`src/rtl/instr_dcd_burst.sv`:
```
// rtl/instr_dcd_burst.sv - SPI instruction decoder with multi-byte words and burst address auto-increment
// Optional frame-abort timeout is built only when INSTR_DCD_TIMEOUT_EN is defined.
module instr_dcd_burst #(
   parameter int ADDR_W      = 6,
   parameter int DATA_BYTES  = 1,
   parameter int TIMEOUT_CYC = 1024,
   localparam int DATA_W     = 8 * DATA_BYTES
) (
   input  logic              clk,
   input  logic              rst_n,
   input  logic              byte_sync,
   input  logic [7:0]        data_in,
   input  logic              frame_end,
   output logic [7:0]        data_out,
   output logic              read,
   output logic              write,
   output logic [ADDR_W-1:0] addr,
   input  logic [DATA_W-1:0] data_read,
   output logic [DATA_W-1:0] data_write,
   output logic              err_timeout
);

   localparam logic [0:0] ST_HDR   = 1'b0;
   localparam logic [0:0] ST_DATA  = 1'b1;
   localparam logic [1:0] LAST_IDX = 2'(DATA_BYTES - 1);

   logic [0:0]        state;
   logic [1:0]        idx;
   logic              rw;
   logic              burst;
   logic              capture;
   logic              abort;
   logic [DATA_W-1:0] asm_word;
   logic [DATA_W-1:0] next_word;
   logic [DATA_W-1:0] rd_word;
   logic [DATA_W-1:0] rd_shift;

   assign next_word = (asm_word << 8) | DATA_W'(data_in);

   // MSB-first: byte index 0 is the top byte of the captured word
   assign rd_shift = rd_word << {idx, 3'b000};
   assign data_out = rd_shift[DATA_W-1 -: 8];

`ifdef INSTR_DCD_TIMEOUT_EN
   localparam int CNT_W = $clog2(TIMEOUT_CYC + 1);

   logic [CNT_W-1:0] to_cnt;

   always_ff @(posedge clk or negedge rst_n) begin
      if (!rst_n) begin
         to_cnt <= '0;
      end else if (state != ST_DATA || byte_sync || frame_end) begin
         to_cnt <= '0;
      end else begin
         to_cnt <= to_cnt + 1'b1;
      end
   end

   assign abort = (state == ST_DATA) && !byte_sync && !frame_end &&
                  (to_cnt == CNT_W'(TIMEOUT_CYC - 1));

   always_ff @(posedge clk or negedge rst_n) begin
      if (!rst_n) begin
         err_timeout <= 1'b0;
      end else begin
         err_timeout <= abort;
      end
   end
`else
   assign abort       = 1'b0;
   assign err_timeout = 1'b0;
`endif

   always_ff @(posedge clk or negedge rst_n) begin
      if (!rst_n) begin
         state      <= ST_HDR;
         idx        <= '0;
         rw         <= 1'b0;
         burst      <= 1'b0;
         addr       <= '0;
         asm_word   <= '0;
         data_write <= '0;
         read       <= 1'b0;
         write      <= 1'b0;
         capture    <= 1'b0;
         rd_word    <= '0;
      end else begin
         read    <= 1'b0;
         write   <= 1'b0;
         capture <= read;
         if (capture) begin
            rd_word <= data_read;
         end
         // burst writes step the address once the strobe has been seen
         if (write && burst) begin
            addr <= addr + 1'b1;
         end
         if (frame_end || abort) begin
            state    <= ST_HDR;
            idx      <= '0;
            asm_word <= '0;
         end else if (byte_sync) begin
            if (state == ST_HDR) begin
               rw       <= data_in[7];
               burst    <= data_in[6];
               addr     <= data_in[ADDR_W-1:0];
               read     <= ~data_in[7];
               idx      <= '0;
               asm_word <= '0;
               state    <= ST_DATA;
            end else begin
               asm_word <= next_word;
               if (idx == LAST_IDX) begin
                  idx      <= '0;
                  asm_word <= '0;
                  if (rw) begin
                     data_write <= next_word;
                     write      <= 1'b1;
                  end else if (burst) begin
                     addr <= addr + 1'b1;
                     read <= 1'b1;
                  end
                  if (!burst) begin
                     state <= ST_HDR;
                  end
               end else begin
                  idx <= idx + 1'b1;
               end
            end
         end
      end
   end

endmodule

```
`config.mk`:
```
export PLATFORM = sky130hd
export DESIGN_NAME = instr_dcd_burst
export DESIGN_NICKNAME = d
export VERILOG_FILES = /design/src/rtl/instr_dcd_burst.sv
export SDC_FILE = /design/constraint.sdc
export NUM_CORES = 1
export LEC_CHECK = 0
export ABC_AREA = 1
export CAP_MARGIN = 40
export CORE_ASPECT_RATIO = 1.5
export CORE_MARGIN = 2
export CORE_UTILIZATION = 46
export DETAILED_ROUTE_END_ITERATION = 8
export PLACE_DENSITY = 0.78
export SYNTH_ARGS = -nofsm -noshare
export SYNTH_HDL_FRONTEND = slang
export SYNTH_SLANG_ARGS = --single-unit
export TNS_END_PERCENT = 20
```
`constraint.sdc`:
```
create_clock -name clk -period 1.5 [get_ports clk]
set_input_delay 0.225 -clock clk [delete_from_list [all_inputs] [get_ports clk]]
set_output_delay 0.225 -clock clk [all_outputs]
set_load 0.02 [all_outputs]
```
### Word-level counts from Yosys, hierarchy flattened

Index checks and enable logic that the tools add are counted.

| operators by class | value |
|---|---|
| add/sub/neg operators | 2 |
| shift operators | 1 |
| mux-type cells | 26 |
| bitwise logic cells | 3 |
| reduce and logical (&&, ||, !) cells | 5 |

Operators with widths:

| kind | number |
|---|---|
| 6-bit 2-to-1 mux | 7 |
| 1-bit 2-to-1 mux | 15 |
| 2-bit 2-to-1 mux | 4 |
| 8-bit by 5-bit left shift with 8-bit output | 1 |
| 6-bit by 1-bit adder with 6-bit output (second input constant) | 1 |
| 5-bit AND reduction | 1 |
| 1-bit inverter | 3 |
| 3-bit AND reduction | 1 |
| 2-bit by 1-bit adder with 2-bit output (second input constant) | 1 |
| 2-bit zero test | 1 |
| 2-bit nonzero test | 1 |
| 1-bit logical AND | 1 |

| storage, ports and cells | value |
|---|---|
| bits in registers | 30 |
| output and inout bits | 25 |
| word-level logic and storage cells | 47 |

### Longest topological paths before layout

| logic depth | value |
|---|---|
| depth after elaboration | 8 |
| depth in mapped cells | 9 |
| gate-level depth less buffers | 9 |

### Worst setup path after synthesis

OpenSTA, ideal clock, no wires.

| path | value |
|---|---|
| path type | reg-to-reg |
| start | reg addr[1] |
| end | reg addr[4] |
| setup time | 0.128 ns |
| data arrival time | 1.190 ns |
| data required time | 1.372 ns |
| path slack | 0.182 ns |
| cell stages (with the launch flop) | 6 |
| cells stage by stage | dfrtp_1 -> ha_1 -> nand3_1 -> xor2_1 -> o21bai_1 -> nand3_1 |

| between the ends | value |
|---|---|
| longest elaborated chain between the ends | 8 |

Ends and longest elaborated chain:

| item | RTL line | RTL |
|---|---|---|
| start, declared | 17 | `output logic [ADDR_W-1:0] addr,` |
| start signal, assigned | 96 | `addr <= addr + 1'b1;` |
| start signal, assigned | 106 | `addr <= data_in[ADDR_W-1:0];` |
| start signal, assigned | 120 | `addr <= addr + 1'b1;` |
| 6-bit by 1-bit adder with 6-bit output (*) | 96, 120 |  |
| 6-bit 2-to-1 mux | 95 | `if (write && burst) begin` |
| 6-bit 2-to-1 mux | 119 | `end else if (burst) begin` |
| 6-bit 2-to-1 mux | 116 | `if (rw) begin` |
| 6-bit 2-to-1 mux | 113 | `if (idx == LAST_IDX) begin` |
| 6-bit 2-to-1 mux | 103 | `if (state == ST_HDR) begin` |
| 6-bit 2-to-1 mux | 102 | `end else if (byte_sync) begin` |
| 6-bit 2-to-1 mux (*) | 98 | `if (frame_end \|\| abort) begin` |

Mark *: on every way between the ends. The rest lies on a longest branch, timed or not.
A chain may end at the register's enable or synchronous reset.

### Final worst setup path

| path | value |
|---|---|
| start | reg data_write[7] |
| end | out data_write[7] |

RTL lines:

| item | RTL line | RTL |
|---|---|---|
| start, declared | 19 | `output logic [DATA_W-1:0] data_write,` |
| start signal, assigned | 117 | `data_write <= next_word;` |

No word-level cell between the ends.

==> results.md <==
* CTS Sinks at 30
* Most common cell after layout, fill and taps aside: nand2_1
* DRC at 0
* EDFF count, synth at 0
* H-Tree Depth at 2
* Asr flop ratio synth at 1.00
* CP peak stage delay at about 0.61 ns
* Vias at 1396
* Power Density at 1290 nW/µm²
* Most frequent cells in the layout: 52 x nand2_1, 30 x dfrtp_1, 29 x clkdlybuf4s50_1, 19 x inv_1, 16 x o21ai_0
* Crit. End Element: primary output
* Post-layout util at 0.674
* Final Setup Violations at 0
* Nets at roughly 270
* Startpoint Class: flop
* Root Buffer: clkbuf_8
* Yosys Warn Count at 0
* Die X at 51.0 µm
* Outcome: completed
* Syn Inst Count at 188
* Synthesized cell area at 1520 µm²
* Drt total wl at between 3 and 4 mm
* Dpl cells at around 280
* Multi-input gate area at a little under 700 µm²
* Leak at between 1 and 1.5 nW
* Avg Inst Size Synth at 8.10 µm²
* Post-synthesis register bit count at 30
* Worst Skew at slightly below 0.005 ns
* Num rows at 25
* GPL Wtd Cong at about 0.84
* Crit path required time at 1.27 ns
* Post-synthesis mux area share at 0
* R2r endpoint: addr[2]$_DFF_PN0_
* DR WL/cell at about 12 µm
* Initial antenna violation count at 0
* Global-route wire length before repair at ~5.3 mm
* Die area at between 3000 and 4000 µm²
* Peak supply drop at 958 µV
* Part of the cycle the worst path needs at 0.979
* Antenna viol nets, final at 0
* Layout cells sized above 1 at 0.201
* Slowest-stage cell, CP: clkdlybuf4s50_1
* Overflow after GRT at 0
* Setup repair bufs after CTS at 0
* Largest net degree at the start of global routing at 31
* Inserted Clock Buffers at 5
* Floorplan core area at around 3200 µm²
* Boundary Pins at 45
* Min Tclk post-route at 1.47 ns
* Final Hold Fails at 0
* Largest delay share family, worst path: buffers and inverters
* FF-to-FF Start: idx[0]$_DFFE_PN0P_
* Area Overhead vs Synth at 39.9%
* Syn_nets at about 210
* Netlist cell types at 29
* Sequential element share of the synthesized area at 0.493
* Path depth of the worst reg2reg path at 10
* Design Power at between 0.002 and 0.003 W
* Highest clock rate at between 0.6 and 0.7 GHz
* Max Cap Viol at 0
* Crit path max fanout at 2
* Clock Latency Late Sink at around 0.28 ns
* CTS tree: built
* Final slew viol count at 0
* CTS Buffer Depth at 2
* Total GRT Usage at 0.189
* ANT cells at 0
* Critical Path AT at about 1.2 ns
* Starting Density at 0.482
* Hold Path Class: input port to async pin
* Post-Synth Adder-Cell Area at 0.0247
* CP Class: flop to primary output
* Drt first pass iters at 5
* Port buffer count at 43
* Post-DP HPWL at 2.41 mm
* Chip Height at about 74 µm
* Vias per std cell at about 5
* CP Cell Sequence: clkdlybuf4s50_1
* Xor-xnor portion of the synthesized cell area at 0.0115
* DR iter-0 viols at 34
* RSZ-0062 raised after global routing: yes
* Cts hold-fix bufs at 0
* Number of global-route vias before repair at roughly 1300
* Buf+Inv Stages, Crit Path at 1
* Largest family of logic cells by synthesized area: simple AND/OR/NAND/NOR gates
* Clk pin slew, worst setup/hold paths at approximately 0.060 ns
* # fillers at 267
* R2r setup slk at around 0.05 ns
* Post-synthesis simple-gate area fraction at 0.254
* Primary FF master, synth: dfrtp_1
* Compound-Gate Fraction of Synth Area at 0.136
* Fin cells at approximately 280
* Sequential cell area at ~750 µm²
layout make-up:
type | count | area share
flip-flops and latches | 30 | 0.353
multi-input cells | 128 | 0.321
repair buffers | 52 | 0.218
inverters | 27 | 0.0488
clock buffers | 7 | 0.0358
well taps | 40 | 0.0235
how the worst max path moves through the flow:
stage                                    startpoint                 to  slack, ns  cells after the start
after global placement           idx[1]$_DFFE_PN0P_        data_out[5]      -0.07                      4
after global routing             idx[1]$_DFFE_PN0P_  addr[2]$_DFF_PN0_      -0.04                     10
final                     data_write[7]$_DFFE_PN0P_      data_write[7]       0.03                      1
after detailed placement         idx[1]$_DFFE_PN0P_        data_out[5]      -0.08                      4
after floorplan                   addr[1]$_DFF_PN0_  addr[4]$_DFF_PN0_       0.18                      5
after CTS                        idx[0]$_DFFE_PN0P_  addr[5]$_DFF_PN0_     -0.005                     10
logic make-up after synthesis:
kind of cell,count (synthesis)
other,1
buffers and inverters,30
and+or+nand+nor,88
xor gates and xnor gates,2
DFF,30
AOI/OAI and AO/OA,34
adders and majority gates,3
flip-flops by register name, summed over array words and instances, names as in the netlist:
signal / flops
state: 1
burst: 1
data_write: 8
rw: 1
capture: 1
idx: 2
addr: 6
rd_word: 8
write: 1
read: 1
per-layer routing:
metal,global-route usage,share of wire,vias to the layer above
li1,-,-,704
met1,0.192,0.40,639
met2,0.354,0.52,47
met3,0.0502,0.065,6
met4,0.0901,0.018,0
met5,0,0,-
synth_stat cells, types with 2 or more instances:
library cell / number / area share
nand3_1: 7 / 0.023
nor2_4: 3 / 0.022
dfrtp_1: 30 / 0.49
o21ai_2: 5 / 0.029
inv_2: 4 / 0.0099
inv_1: 22 / 0.054
a22oi_1: 2 / 0.0099
a21oi_1: 3 / 0.0099
o21ai_1: 2 / 0.0066
nand2_1: 56 / 0.14
nand2_2: 2 / 0.0082
nand4_1: 3 / 0.012
o21ai_0: 17 / 0.056
xor2_1: 2 / 0.012
nor2_1: 13 / 0.032
ha_1: 3 / 0.025
o21bai_1: 2 / 0.0099
where the power goes:
group	internal [W]	total, W	switching (W)
Clock	0.000318	0.000587	0.000269
Combinational	0.000460	0.00106	0.000597
Sequential	0.000995	0.00111	0.000116
Total	0.00177	0.00275	0.000982
per-stage QoR:
step | TNS, ns | hold WS [ns] | cell area [µm²] | worst slack, ns
after floorplan | 0 | -0.0706 | 1520 | 0.182
after global placement | -0.554 | 0.358 | 2050 | -0.0661
after detailed placement | -0.985 | 0.367 | 2050 | -0.0770
after CTS | -0.00522 | 0.346 | 2130 | -0.00522
after global routing | -0.126 | 0.378 | 2130 | -0.0383
final | 0 | 0.331 | 2130 | 0.0314
timing repair:
action / CTS / global route
pin swaps: 0 / 3
gates cloned: 0 / 0
gates resized for setup: 23 / 20
setup endpoints to repair: 12 / 20
(Power assumes the default switching activity.)
